File: config.mk
export PLATFORM = sky130hd
export DESIGN_NAME = imem_arbiter
export DESIGN_NICKNAME = d
export VERILOG_FILES = /design/src/rtl/imem_arbiter.sv
export SDC_FILE = /design/constraint.sdc
export NUM_CORES = 1
export LEC_CHECK = 0
export CORE_ASPECT_RATIO = 0.5
export CORE_MARGIN = 3
export CORE_UTILIZATION = 37
export CTS_BUF_LIST = sky130_fd_sc_hd__clkbuf_16
export DETAILED_ROUTE_END_ITERATION = 8
export PLACE_DENSITY = 0.84
export SKIP_LAST_GASP = 1
export SYNTH_ARGS = -nofsm -noshare
export SYNTH_HDL_FRONTEND = slang
export SYNTH_SLANG_ARGS = --single-unit
File: constraint.sdc
create_clock -name clk -period 5.5 [get_ports clk]
set_clock_uncertainty 0.05 [all_clocks]
set_input_delay 0.825 -clock clk [delete_from_list [all_inputs] [get_ports clk]]
set_output_delay 0.825 -clock clk [all_outputs]
set_load 0.02 [all_outputs]
File: src/rtl/imem_arbiter.sv
`default_nettype none
// ============================================================================
// Module   : imem_arbiter
// Brief    : Round-robin fetch/loader sequencer for a single-port sync-read IMEM
// Revision : 1.0
// ============================================================================
module imem_arbiter #(
    parameter int XLEN              = 32,
    parameter int DEPTH_WORDS       = 1024,
    parameter int INSTRUCTION_WIDTH = 32
) (
    input  logic                           clk,
    input  logic                           rst_n,
    input  logic                           f_req_valid,
    output logic                           f_req_ready,
    input  logic [XLEN-1:0]                f_req_addr,
    input  logic                           f_flush,
    output logic                           f_rsp_valid,
    input  logic                           f_rsp_ready,
    output logic [INSTRUCTION_WIDTH-1:0]   f_rsp_data,
    output logic                           f_rsp_err,
    input  logic                           l_req_valid,
    output logic                           l_req_ready,
    input  logic                           l_req_we,
    input  logic [XLEN-1:0]                l_req_addr,
    input  logic [INSTRUCTION_WIDTH-1:0]   l_req_wdata,
    output logic                           l_rsp_valid,
    input  logic                           l_rsp_ready,
    output logic [INSTRUCTION_WIDTH-1:0]   l_rsp_data,
    output logic                           l_rsp_err,
    output logic                           mem_en,
    output logic                           mem_we,
    output logic [$clog2(DEPTH_WORDS)-1:0] mem_addr,
    output logic [INSTRUCTION_WIDTH-1:0]   mem_wdata,
    input  logic [INSTRUCTION_WIDTH-1:0]   mem_rdata
);

    localparam int INSTRUCTION_BYTES = INSTRUCTION_WIDTH / 8;
    localparam int AW                = $clog2(DEPTH_WORDS);
    localparam int BW                = $clog2(INSTRUCTION_BYTES);
    localparam logic [XLEN-1:0] ADDR_LIMIT = XLEN'(DEPTH_WORDS * INSTRUCTION_BYTES);

    localparam logic [1:0] S_IDLE = 2'd0;
    localparam logic [1:0] S_MEM  = 2'd1;
    localparam logic [1:0] S_RESP = 2'd2;

    localparam logic OWN_FETCH  = 1'b0;
    localparam logic OWN_LOADER = 1'b1;

    logic [1:0]                   state;
    logic [1:0]                   state_nxt;
    logic                         owner;
    logic                         last_grant;
    logic                         is_write;
    logic [INSTRUCTION_WIDTH-1:0] rsp_data;
    logic                         rsp_err;

    logic            fetch_cand;
    logic            grant_fetch;
    logic            grant_loader;
    logic            rsp_hs;
    logic            window;
    logic            accept;
    logic [XLEN-1:0] sel_addr;
    logic            misalign;
    logic            fault;
    logic            flush_hit;

    // A flushing fetch never competes, so the loader can take the slot instead
    assign fetch_cand   = f_req_valid & ~f_flush;
    assign grant_fetch  = fetch_cand & (~l_req_valid | (last_grant == OWN_LOADER));
    assign grant_loader = l_req_valid & ~grant_fetch;

    assign rsp_hs    = (state == S_RESP) & ((owner == OWN_LOADER) ? l_rsp_ready : f_rsp_ready);
    assign window    = rst_n & ((state == S_IDLE) | rsp_hs);
    assign accept    = window & (grant_fetch | grant_loader);
    assign sel_addr  = grant_loader ? l_req_addr : f_req_addr;
    assign fault     = (sel_addr >= ADDR_LIMIT) | misalign;
    assign flush_hit = f_flush & (owner == OWN_FETCH) & ((state == S_MEM) | (state == S_RESP));

    generate
        if (BW > 0) begin : g_align
            assign misalign = |sel_addr[BW-1:0];
        end else begin : g_no_align
            assign misalign = 1'b0;
        end
    endgenerate

    always_ff @(posedge clk or negedge rst_n) begin
        if (!rst_n) begin
            state <= S_IDLE;
        end else begin
            state <= state_nxt;
        end
    end

    always_comb begin
        state_nxt = state;
        case (state)
            S_IDLE: begin
                if (accept) state_nxt = fault ? S_RESP : S_MEM;
            end
            S_MEM: begin
                state_nxt = flush_hit ? S_IDLE : S_RESP;
            end
            S_RESP: begin
                if (accept)                 state_nxt = fault ? S_RESP : S_MEM;
                else if (rsp_hs || flush_hit) state_nxt = S_IDLE;
            end
            default: state_nxt = S_IDLE;
        endcase
    end

    always_ff @(posedge clk or negedge rst_n) begin
        if (!rst_n) begin
            owner      <= OWN_FETCH;
            last_grant <= OWN_LOADER;
            is_write   <= 1'b0;
            rsp_data   <= '0;
            rsp_err    <= 1'b0;
        end else if (accept) begin
            owner      <= grant_loader;
            last_grant <= grant_loader;
            is_write   <= grant_loader & l_req_we;
            if (fault) begin
                rsp_data <= '0;
                rsp_err  <= 1'b1;
            end
        end else if (state == S_MEM) begin
            rsp_data <= is_write ? '0 : mem_rdata;
            rsp_err  <= 1'b0;
        end
    end

    always_comb begin
        f_req_ready = window & grant_fetch;
        l_req_ready = window & grant_loader;
        mem_en      = accept & ~fault;
        mem_we      = accept & ~fault & grant_loader & l_req_we;
        mem_addr    = sel_addr[AW+BW-1:BW];
        mem_wdata   = l_req_wdata;
        f_rsp_valid = (state == S_RESP) & (owner == OWN_FETCH);
        l_rsp_valid = (state == S_RESP) & (owner == OWN_LOADER);
        f_rsp_data  = f_rsp_valid ? rsp_data : '0;
        f_rsp_err   = f_rsp_valid & rsp_err;
        l_rsp_data  = l_rsp_valid ? rsp_data : '0;
        l_rsp_err   = l_rsp_valid & rsp_err;
    end

endmodule
`default_nettype wire
# Word level (Yosys, flattened, before mapping)
# Cells that the tools add are included.
# word_totals
elab_cells	63
reg_bits	38
latchBits	0
input_bits	136
ram_bits	0
output_inout_bits	114
romBits	0
memories	0
# classes
n_shift	0
n_mux	17
bitwise_logic	28
add_sub_neg	0
multipliers	0
n_lt_le_gt_ge	1
div_mod_pow	0
eq_ne	5
n_reduce_logical	6
# ops
op	n
32-bit two-way mux	7
32-bit by 13-bit >= comparator with 1-bit output (second input constant)	1
1-bit AND	18
2-bit two-way mux	5
2-bit one-hot mux with 3 select lines	1
1-bit NOT	5
1-bit OR	5
1-bit two-way mux	4
2-bit AND reduction	2
3-bit by 2-bit inequality test with 1-bit output (second input constant)	1
2-bit by 1-bit == test with 1-bit output (second input constant)	1
2-bit == test (second input constant)	1
2-bit logical NOT	1
2-bit by 1-bit inequality test with 1-bit output (second input constant)	1
2-bit inequality test (second input constant)	1
2-bit nonzero test	1
2-bit OR reduction	1
1-bit logical OR	1

# Logic depth before layout (Yosys ltp)
# Gate-level depths: netlist of the first run.
# logic_depth
depth_word	12
depth_mapped	9
mapped_depth_nobuf	6

# Least setup slack after synthesis of the first run
# Ideal clock, no wire load.
# synth_timing
kind	input to output
start	input f_req_addr[27]
end	output mem_en
n_path_buf	1
t_required_ns	4.625
cell_stages	5
arrival_ns	2.337
setup_slack_ns	2.288
cell_sequence	or4_4 -> a2111oi_4 -> a2bb2oi_2 -> buf_6 -> nor2_1
# synth_between
elab_chain_cells	5
# synth_rtl
item	line_no	source
start, declared	16	input logic [XLEN-1:0] f_req_addr,
32-bit two-way mux	77	assign sel_addr = grant_loader ? l_req_addr : f_req_addr;
32-bit by 13-bit >= comparator with 1-bit output	78	assign fault = (sel_addr >= ADDR_LIMIT) | misalign;
1-bit OR	78	
1-bit NOT	138	mem_en = accept & ~fault;
1-bit AND	138	
end, declared	31	output logic mem_en,
# Every way passes these cells.

# Worst setup path after layout of the first run
# Same ends and word-level chain as after synthesis.

==> impl_metrics.ini, run 1 <==
[run_status]
status = complete, no violations

[global_route]
antenna_found_initial = 0
gr-total-overflow = 0
grt_pass1_vias = 3225
grtUsageTotal_pct = 19.6
grt_pass1_wl_um = 16300
grt_start_max_net_pins = 75

[clocking]
root_buffer = clkbuf_16
post_cts_buffers = 0
clk_path_buf_depth = 2
clk_pin_slew_ns = 0.06
cts_tree = built
cts-hold-fix-buffers = 0
worstSkewPairLatency_ns = 0.28
htreeDepth = 2
numCtsBuffers = 5
post_cts_resized = 0
cts.sink_count = 38

[routing]
vias = 3154
ant_nets = 0
vias_per_cell = 4.91
drt_iter0_markers = 255
finalWirelength_um = 10400
dr.pass1.iters = 4
wl_per_cell_um = 16.2
drc = 0

[timing]
max_slew.worst_pin.slew_ns = 1.10
setup_viol = 0
finalHoldViolCount = 0
slew_violations = 0
finalCritPeriodShare_pct = 77.1
fin_tns_setup_ns = 0
maxSlewHeadroom_pct = 26.5
rsz0062_at_grt = false
fmaxAchievable_mhz = 236
finalWorstPathRequiredPeriod_ns = 4.24
setup_slack_ns = 1.26

[worst_setup_path]
crit_path_frequent_cell = clkdlybuf4s50_1
path_cells = clkdlybuf4s50_1 > or4_4 > a2111oi_4 > a2bb2oi_4 > buf_4 > nor2_1 > clkdlybuf4s50_1
crit_slowest_cell = clkdlybuf4s50_1
arrival_ns = 3.37
startpoint = f_req_addr[27]
r2r-end = rsp_err$_DFFE_PN0P_
endpoint = mem_en
crit_fanout = 35
rr_worst_depth = 5
start_kind = primary input
cpLargestDelayFamily = buffers and inverters
cp-end-kind = output pin
path_buf_inv = 3
crit_path_max_incr_delay_ns = 0.62
r2r_setup_slack_ns = 2.42
crit_required_ns = 4.62
crit_type = primary input to output pin
r2r-start = owner$_DFFE_PN0P_
cp.depth = 7

[floorplanning]
pin_count = 250
start_util_pct = 39.3
die_w_um = 138
dieArea_sq_um = 10000
core_sq_um = 8260
core.rowCount = 23
die_h_um = 72.2

[final_layout]
final_cell_mix = clkdlybuf4s50_1, inv_1, dfrtp_1, and3_1
finalNetCount = 670
area_growth_pct = 57.8
drive_gt1_share_pct = 11.5
final_common_cell = clkdlybuf4s50_1
diodes = 0

[logic_synthesis]
synth-warning-count = 0
syn-cell-area_sq_um = 3250
synth_flop_cell = dfrtp_1
ys_types = 42
avgSynthCellArea_sq_um = 8.24
yosys.area_share.adder_pct = 1.54
synth-edff-count = 0
ys_seq_elements = 38
syn_inst = 394
synth_compound_area_share_pct = 23.4
yosys.area_share.simple_pct = 22.4
synth-seq-area-share_pct = 29.3
synth_top_family_by_area = compound AO/OA/AOI/OAI gates
async_reset_ff_share_pct = 100
synthMuxAreaShare_pct = 3.82
synth_nets = 534
synthXorXnorAreaFrac_pct = 0

[run]
drv_cap = 0

[placement]
place.gp.congestion = 0.745
portBuffers = 185
dp_hpwl_um = 7750
pre_cts_slack_ns = 1.26

[pwr]
power_leakage_nw = 2.18
ir_drop_mv = 0.156
power.density_nw_per_um2 = 211

[min_path]
hold_path_class = primary input to asynchronous set/reset pin
synthesized netlist by cell type (4+ instances only):
master	instances	area, sq um
ha_1	4	50.1
inv_1	68	255
nor4_1	9	56.3
and3_1	35	219
o31ai_2	27	338
nand2_1	34	128
nor2_1	4	15.0
buf_4	32	240
o22ai_1	32	200
clkbuf_1	23	86.3
mux2_2	11	124
and2_1	34	213
dfrtp_1	37	926
stage by stage:
| step | std cells | area, sq um | hold slack [ns] | util, % | power (mW) |
|---|---|---|---|---|---|
| after floorplan | 394 | 3250 | 0.407 | - | 0.560 |
| after global placement | 635 | 4930 | 0.432 | 59.7 | 0.697 |
| after detailed placement | 635 | 4930 | 0.450 | 59.7 | 0.704 |
| after CTS | 643 | 5120 | 0.319 | 62.1 | 1.08 |
| after global routing | 643 | 5120 | 0.330 | 62.1 | 1.13 |
| final | 643 | 5120 | 0.319 | 62.1 | 1.08 |
worst register-to-register path, delay by kind of cell (launching register included):
family / cells / cell delay [ns]
flip-flops: 1 / 1.06
buffers and inverters: 1 / 0.73
AO/OA/AOI/OAI: 3 / 0.63
multiplexers: 1 / 0.46
per-layer routing:
metal	vias to the layer above	track usage (%)	share of wire, %	routed length, um
met1	1477	22.6	41	4250
met2	95	37.1	52	5390
met5	-	0	0	0
li1	1571	-	-	-
met3	11	5.00	6.2	645
met4	0	4.82	1.0	107
final cells by class:
| class | count | area (sq um) |
|---|---|---|
| multi-input combinational | 226 | 1690 |
| sequential | 38 | 952 |
| inverter | 68 | 255 |
| clock inverter | 3 | 68.8 |
| clock buffer | 5 | 125 |
| tap | 112 | 140 |
| fill | 691 | 3130 |
| timing repair buffer | 191 | 1890 |
sequential cells by signal, summed over array words and instances, names as in the netlist:
name,cells
is_write,1
last_grant,1
owner,1
rsp_data,32
rsp_err,1
state,2
power by group:
| group | total [mW] | leakage [nW] | internal (mW) | switching [mW] |
|---|---|---|---|---|
| Combinational | 0.358 | 1.57 | 0.160 | 0.197 |
| Sequential | 0.342 | 0.518 | 0.296 | 0.0457 |
| Clock | 0.380 | 0.0940 | 0.261 | 0.120 |
| Total | 1.08 | 2.18 | 0.717 | 0.363 |
kinds of logic (layout without fill, tap and decap cells):
group / after synthesis / after routing
AND/OR/NAND/NOR: 130 / 130
adder cells (fa/ha/maj): 4 / 4
AO/OA/AOI/OAI: 81 / 81
flip-flops: 38 / 38
buffers and inverters: 130 / 267
multiplexers: 11 / 11
how the worst min path moves through the flow:
stage | to | start
after floorplan | is_write$_DFFE_PN0P_ | is_write$_DFFE_PN0P_
final | rsp_data[23]$_DFFE_PN0P_ | rst_n
after detailed placement | is_write$_DFFE_PN0P_ | is_write$_DFFE_PN0P_
after CTS | rsp_data[23]$_DFFE_PN0P_ | rst_n
after global routing | owner$_DFFE_PN0P_ | rst_n
after global placement | is_write$_DFFE_PN0P_ | is_write$_DFFE_PN0P_
(Power assumes the default switching activity.)
==> inputs of run 2 (changes only) <==
--- a/config.mk
+++ b/config.mk
@@ -7,10 +7,10 @@
 export LEC_CHECK = 0
 export CORE_ASPECT_RATIO = 0.5
 export CORE_MARGIN = 3
-export CORE_UTILIZATION = 37
+export CORE_UTILIZATION = 31
 export CTS_BUF_LIST = sky130_fd_sc_hd__clkbuf_16
 export DETAILED_ROUTE_END_ITERATION = 8
-export PLACE_DENSITY = 0.84
+export PLACE_DENSITY = 0.74
 export SKIP_LAST_GASP = 1
 export SYNTH_ARGS = -nofsm -noshare
 export SYNTH_HDL_FRONTEND = slang
==> constraint.sdc (replaced) <==
create_clock -name clk -period 3.41 [get_ports clk]
set_clock_uncertainty 0.05 [all_clocks]
set_input_delay 0.5115 -clock clk [delete_from_list [all_inputs] [get_ports clk]]
set_output_delay 0.5115 -clock clk [all_outputs]
set_load 0.02 [all_outputs]
==> impl_metrics.ini, run 2 (synthesized netlist as in run 1, its figures left out) <==
[global_route]
gr-total-overflow = 0
grt_pass1_wl_um = 16000
grt_start_max_net_pins = 75
grt_pass1_vias = 3155
antenna_found_initial = 0
grtUsageTotal_pct = 16.6

[pwr]
power.density_nw_per_um2 = 315
power_leakage_nw = 2.19
power_mw = 1.62
ir_drop_mv = 0.170

[routing]
met3_length_um = 527
dr.pass1.iters = 4
ant_nets = 0
drc = 0
vias_per_cell = 4.79
route.met2.wl_um = 5210
vias = 3221
finalWirelength_um = 10300
wl_per_cell_um = 15.3
highest_layer = met4
drt_iter0_markers = 133
met1_length_um = 4320

[clocking]
post_cts_resized = 0
htreeDepth = 2
clk_pin_slew_ns = 0.06
worstSkewPairLatency_ns = 0.28
clk_path_buf_depth = 2
post_cts_buffers = 0
cts-hold-fix-buffers = 0
numCtsBuffers = 5
root_buffer = clkbuf_16
cts.sink_count = 38
cts_tree = built

[timing]
fin_tns_setup_ns = 0
fmaxAchievable_mhz = 303
max_slew.worst_pin.slew_ns = 0.915
finalWorstPathRequiredPeriod_ns = 3.30
hold_ws_ns = 0.295
setup_viol = 0
slew_violations = 0
rsz0062_at_grt = false
maxSlewHeadroom_pct = 39.0
finalHoldViolCount = 0
finalCritPeriodShare_pct = 96.9

[final_layout]
final_cell_mix = clkdlybuf4s50_1, inv_1, dfrtp_1, and3_1
largest_register = rsp_data
drive_gt1_share_pct = 12.1
largest_reg_flops = 32
diodes = 0
reg_top3 = rsp_data (32), state (2)
final_common_cell = clkdlybuf4s50_1
finalNetCount = 676
area_growth_pct = 58.4

[worst_setup_path]
crit_type = primary input to output pin
start_kind = primary input
endpoint = mem_en
crit_required_ns = 2.85
r2r-start = state[0]$_DFFE_PN0P_
rr_worst_depth = 7
crit_fanout = 2
startpoint = f_req_addr[27]
cp-end-kind = output pin
r2r_setup_slack_ns = 0.77
r2r-end = rsp_err$_DFFE_PN0P_
arrival_ns = 2.74

[run]
drv_cap = 0

[placement]
place.gp.congestion = 0.818
portBuffers = 185
dp_hpwl_um = 7780

[floorplanning]
die_w_um = 151
die_h_um = 78.4
core.rowCount = 25
dieArea_sq_um = 11800
pin_count = 250
start_util_pct = 33.1
core_sq_um = 9820

[run_status]
status = complete, no violations

[min_path]
hold_path_class = primary input to asynchronous set/reset pin
[run 2: changes by cell type in the layout (fill, tap and decap cells not counted)]
cell and change:
clkinv_1 +1, inv_1 +1, clkinv_2 +1, clkinv_4 -1, buf_4 +6, bufinv_16 -2
[run 2: metal layers]
metal / GRT usage [%] / vias to the layer above
met3: 3.17 / 23
met1: 20.6 / 1518
met2: 28.5 / 96
met4: 6.51 / 0
li1: - / 1584
met5: 0 / -
[run 2: final cells by class]
type                            instances  area, sq um
Multi-Input combinational cell        226         1690
Clock inverter                          3         12.5
Tap cell                              135          169
Fill cell                             923         4680
Timing Repair Buffer                  197         1940
Inverter                               68          255
Sequential cell                        38          952
Clock buffer                            5          125
[run 2: stage by stage]
stage / instances / setup slack (ns) / cell area [sq um] / utilization, %
final: 672 / 0.107 / 5140 / 52.4
after CTS: 672 / 0.0893 / 5140 / 52.4
after global routing: 672 / 0.0362 / 5140 / 52.4
after detailed placement: 664 / 0.0931 / 5000 / 51.0
after global placement: 664 / 0.130 / 5000 / 51.0
after floorplan: 394 / 0.738 / 3250 / -
[run 2: power breakdown]
group	internal (mW)	total, mW	switching, mW
Clock	0.265	0.450	0.185
Combinational	0.290	0.671	0.380
Sequential	0.479	0.499	0.0199
[run 2: worst max-delay path: stages]
cell and delay, ns:
clkdlybuf4s50_1 0.39, or4_4 0.54, a2111oi_4 0.41, a2bb2oi_4 0.09, nor2_1 0.15, clkdlybuf4s50_1 0.63
[run 2: worst min path at each step]
stage | from | end | slack [ns]
global route | rst_n | rsp_data[24]$_DFFE_PN0P_ | 0.34
finish | rst_n | rsp_data[0]$_DFFE_PN0P_ | 0.29
floorplan | rst_n | is_write$_DFFE_PN0P_ | 0.17
CTS | rst_n | rsp_data[0]$_DFFE_PN0P_ | 0.31
global placement | is_write$_DFFE_PN0P_ | is_write$_DFFE_PN0P_ | 0.43
detailed placement | is_write$_DFFE_PN0P_ | is_write$_DFFE_PN0P_ | 0.44
==> inputs of run 3 (changes only) <==
--- a/config.mk
+++ b/config.mk
@@ -9,6 +9,7 @@
 export CORE_MARGIN = 3
 export CORE_UTILIZATION = 31
 export CTS_BUF_LIST = sky130_fd_sc_hd__clkbuf_16
+export CTS_CLUSTER_DIAMETER = 80
 export DETAILED_ROUTE_END_ITERATION = 8
 export PLACE_DENSITY = 0.74
 export SKIP_LAST_GASP = 1
==> results of run 3 <==
Final layout, timing and power as in run 2 (identical DEF).
==> RTL edit 1, RTL diff (config.mk and constraints of run 1) <==
Set the parameter `DEPTH_WORDS` to 4096 (it was 1024).
--- a/src/rtl/imem_arbiter.sv
+++ b/src/rtl/imem_arbiter.sv
@@ -7,5 +7,5 @@
 module imem_arbiter #(
     parameter int XLEN              = 32,
-    parameter int DEPTH_WORDS       = 1024,
+    parameter int DEPTH_WORDS       = 4096,
     parameter int INSTRUCTION_WIDTH = 32
 ) (
Ports: changed (resized mem_addr); port bits go from 250 to 252. No check against the original RTL was run, so the function may have changed too.
==> RTL edit 1 against run 1 <==
  * Routed wire length down 10%
  * Design area fell by 15%
  * Setup slack better by 250 ps
  * Sequential cell count stayed put
  * Area after synthesis down 21%
  * Power fell by 5.8%
  * Largest cell class unchanged
==> RTL edit 1: results (changes against run 1) <==
* Run status: finished clean (unchanged)
- The power spent charging and discharging nets came to 0.3672 mW (was 0.3626 mW).
- The synthesized net count came to 406 (was 534).
- HPWL reported at the end of detailed placement: 7248 um (was 7754 um)
- Number of global-route vias before repair: 2789 (was 3225)
- The multi-input combinational cell count came to 172 (was 226).
* Reg2reg path depth: 4 (was 5)
- Critical-path maximum fanout: 3 (was 35)
- Total GRT Usage: 0.2251 (was 0.1959)
- Most numerous cell types in the synthesized netlist: sky130_fd_sc_hd__dfrtp_1 (37), sky130_fd_sc_hd__and2_1 (34), sky130_fd_sc_hd__and3_1 (34), sky130_fd_sc_hd__a22o_1 (33), sky130_fd_sc_hd__buf_4 (33) (was sky130_fd_sc_hd__inv_1 (68), sky130_fd_sc_hd__dfrtp_1 (37), sky130_fd_sc_hd__and3_1 (35), sky130_fd_sc_hd__and2_1 (34), sky130_fd_sc_hd__nand2_1 (34))
- The pin count of the biggest net entering global routing came to 41 (was 75).
- Met1 routing resource usage after global routing: 0.2658 (was 0.2256)
* Combinational family with the most area after synthesis: simple AND/OR/NAND/NOR gates (was compound AO/OA/AOI/OAI gates)
- The count of different cell masters after synthesis was 34 (was 42).
* Synth area leaders: sky130_fd_sc_hd__dfrtp_1 (36%), sky130_fd_sc_hd__a22o_1 (11%), sky130_fd_sc_hd__buf_4 (9.6%) (was sky130_fd_sc_hd__dfrtp_1 (29%), sky130_fd_sc_hd__o31ai_2 (10%), sky130_fd_sc_hd__inv_1 (7.9%))
* Met2 routed wirelength: 5079 um (was 5386 um)
* Number of buffers inserted by port buffering: 187 (was 185)
- Critical path's largest stage delay: 600 ps (was 620 ps)
* Ratio of cells with drive above 1 in the final layout: 0.07299 (was 0.1149)
* Data arrival time of the critical path: 3120 ps (was 3370 ps)
- The area occupied by multi-input gates was 0.001265 mm2 (was 0.001692 mm2).
* Fraction of area in clock buffers and inverters: 0.03095 (was 0.03784)
- The register-to-register path setup slack is 2130 ps (was 2420 ps).
* Sequential area share after synthesis: 0.3701 (was 0.2933)
- Met2 Track Usage GR: 0.4196 (was 0.3710)
- Count of TritonRoute iterations in the first routing pass: 7 (was 4)
- The path type of the worst min-delay path is register to register (was input port to async pin).
- Number of signal-net buffers in the layout: 190 (was 191)
- The violation count after the first detailed-route iteration was 159 (was 255).
* Non-clock inverter count in the final layout: 4 (was 68)
- Net count, final: 551 (was 670)
* Leakage power figure: 1.905 nW (was 2.185 nW)
- Fillers: 499 (was 691)
[RTL edit 1: worst max-delay path by stage]
| stage | slack, ps | cells past startpoint | endpoint |
|---|---|---|---|
| 2_1_floorplan | 2450 | 4 | mem_en |
| 3_3_place_gp | 1520 | 6 | mem_we |
| 3_5_place_dp | 1500 | 6 | mem_we |
| 4_1_cts | 1500 | 6 | mem_we |
| 5_1_grt | 1380 | 3 | f_rsp_data[20] |
| 6_report | 1510 | 6 | mem_we |
[RTL edit 1: power by group through the flow]
stage	registers, mW	clock network [mW]	logic (mW)
6_report	0.346	0.264	0.406
5_1_grt	0.352	0.283	0.441
4_1_cts	0.344	0.269	0.407
3_5_place_dp	0.349	0	0.405
3_3_place_gp	0.345	0	0.394
2_1_floorplan	0.312	0	0.293
[RTL edit 1: through the flow]
stage          hold slack, ps  cells  area (um2)
6_report                467.2    499        4367
5_1_grt                 478.2    499        4367
4_1_cts                 466.8    499        4367
3_5_place_dp            450.0    492        4232
3_3_place_gp            443.0    492        4232
2_1_floorplan           404.6    266        2572
==> RTL edit 2, RTL diff (flow settings as in run 1) <==
Without the edit above. Reset style: synchronous (`rst_n`), changed in 2 clocked blocks.
--- a/src/rtl/imem_arbiter.sv
+++ b/src/rtl/imem_arbiter.sv
@@ -87,5 +87,5 @@
     endgenerate
 
-    always_ff @(posedge clk or negedge rst_n) begin
+    always_ff @(posedge clk) begin
         if (!rst_n) begin
             state <= S_IDLE;
@@ -112,5 +112,5 @@
     end
 
-    always_ff @(posedge clk or negedge rst_n) begin
+    always_ff @(posedge clk) begin
         if (!rst_n) begin
             owner      <= OWN_FETCH;
Function: differs if rst_n is asserted again (counterexample within 4 cycles, from zero or initial values and one cycle with rst_n low); with rst_n held inactive, the same outputs for 10 cycles.
==> RTL edit 2 against run 1 <==
  * Power fell by 27%
  * Design area shrank 2.7%
  * Core utilization decreased by 1.0 points
  * Sequential cell count is the same
  * Setup slack better by 19 ps
  * Area after synthesis is 2.4% lower
  * Hold slack better by 110 ps
  * Routed wire length grew 4.1%
  * Critical path type unchanged
  * Largest cell class is now multi-input combinational cells
==> RTL edit 2: results (changes against run 1) <==
- Run status: finished clean (unchanged)
* Met2 Track Usage GR: 0.4035 (was 0.3710)
- Synth area leaders: sky130_fd_sc_hd__dfxtp_1 (24%), sky130_fd_sc_hd__and2_1 (13%), sky130_fd_sc_hd__o21ai_2 (8.0%) (was sky130_fd_sc_hd__dfrtp_1 (29%), sky130_fd_sc_hd__o31ai_2 (10%), sky130_fd_sc_hd__inv_1 (7.9%)).
* Met1 routing resource usage after global routing: 0.2598 (was 0.2256)
- The post-route worst hold slack is 431.6 ps (was 318.6 ps).
- The internal power component came to 0.5897 mW (was 0.7167 mW).
- Largest registers ranked by flip-flop count: rsp_data: 32 flops, state: 2 flops (unchanged).
* Leading register cell type out of synthesis: sky130_fd_sc_hd__dfxtp_1 (was sky130_fd_sc_hd__dfrtp_1)
* Met1 wire length: 4339 um (was 4249 um)
* DRC violation total after the first TritonRoute iteration: 221 (was 255)
- The met3 usage in global routing is 0.04698 (was 0.05003).
* Placer congestion estimate: 0.7983 (was 0.7452)
* Share of synthesized registers carrying an async set or reset: 0 (was 1.000)
- The total length of routed met2 wires was 5716 um (was 5386 um).
* Ratio of cells with drive above 1 in the final layout: 0.1142 (was 0.1149)
- The final net count was 674 (was 670).
- The CTS root buffer was sky130_fd_sc_hd__clkbuf_16 (unchanged).
- The path type of the worst min-delay path is register to register (was input port to async pin).
* Leakage power figure: 1.916 nW (was 2.185 nW)
- Routed wire length per instance: 16.74 um (was 16.16 um)
* First element of the critical path: f_req_addr[26] (was f_req_addr[27])
* Syn_nets: 542 (was 534)
- Sequential area share after synthesis: 0.2401 (was 0.2933)
* Internal reg-to-reg setup slack: 2670 ps (was 2420 ps)
- Worst-margin pin slew: 1179 ps (was 1097 ps)
* Fillers: 719 (was 691)
* Count of cell types in the netlist: 37 (was 42)
* Data arrival time of the critical path: 3350 ps (was 3370 ps)
- Via Count: 3321 (was 3154)
- Most numerous cell types in the synthesized netlist: sky130_fd_sc_hd__and2_1 (66), sky130_fd_sc_hd__dfxtp_1 (38), sky130_fd_sc_hd__nand2_1 (38), sky130_fd_sc_hd__nor2b_1 (35) (was sky130_fd_sc_hd__inv_1 (68), sky130_fd_sc_hd__dfrtp_1 (37), sky130_fd_sc_hd__and3_1 (35), sky130_fd_sc_hd__and2_1 (34), sky130_fd_sc_hd__nand2_1 (34)).
- The overall routing resource usage was 0.2172 (was 0.1959).
* Area after detailed placement: 0.004828 mm2 (was 0.004931 mm2)
- Critical-path maximum fanout: 36 (was 35)
- The via count of the first global-routing pass was 3388 (was 3225).
- Critical register-to-register path startpoint: owner$_SDFFE_PN0P_ (was owner$_DFFE_PN0P_)
- Detailed-routed wire length on met3: 641 um (was 645 um)
* Peak ir drop on the vdd network: 0.0001356 V (was 0.0001559 V)
* End of the worst register-to-register path: state[1]$_SDFFE_PN0P_ (was rsp_err$_DFFE_PN0P_)
* Wire length of the first global-routing pass: 17330 um (was 16300 um)
- The count of synthesis-stage warnings from yosys was 0 (unchanged).
[RTL edit 2: cell types whose count changed after synthesis, moves of 32 or more]
cell and change:
sky130_fd_sc_hd__o22ai_1 -32, sky130_fd_sc_hd__inv_1 -64, sky130_fd_sc_hd__dfxtp_1 +38, sky130_fd_sc_hd__nor2b_1 +32
sky130_fd_sc_hd__dfrtp_1 -37, sky130_fd_sc_hd__o211ai_1 +32, sky130_fd_sc_hd__and2_1 +32
[RTL edit 2: area by class of cell]
cell class,instances,area share
tap,112,0.02810
clock buffer,5,0.02509
multi-input combinational,293,0.4027
sequential,38,0.1525
clock inverter,2,0.006774
inverter,4,0.003011
timing repair buffer,192,0.3818
[RTL edit 2: kinds of logic after synthesis]
| group | after synthesis | share of synthesized area |
|---|---|---|
| AOI/OAI and AO/OA | 80 | 0.2077 |
| muxes | 11 | 0.03910 |
| buffers and inverters | 71 | 0.1323 |
| and+or+nand+nor | 198 | 0.3649 |
| DFF | 38 | 0.2401 |
| adders and majority gates | 4 | 0.01580 |
[RTL edit 2: through the flow]
stage | util | instances | worst slack, ps
after global placement | 0.5908 | 639 | 1300
after detailed placement | 0.5908 | 639 | 1263
after floorplan | - | 402 | 2313
after global routing | 0.6102 | 646 | 1176
after CTS | 0.6102 | 646 | 1262
final | 0.6102 | 646 | 1276
[RTL edit 2: power groups by stage]
stage | clock network (mW) | registers (mW) | logic [mW]
after floorplan | 0 | 0.287 | 0.111
after global placement | 0 | 0.296 | 0.175
after detailed placement | 0 | 0.296 | 0.178
after CTS | 0.322 | 0.290 | 0.180
after global routing | 0.332 | 0.292 | 0.193
final | 0.320 | 0.290 | 0.180
[RTL edit 2: critical path: cells and delay by family]
family | cells | cell delay [ps]
buffers and inverters | 3 | 1330
AND/OR/NAND/NOR | 2 | 720
AO/OA/AOI/OAI | 2 | 460
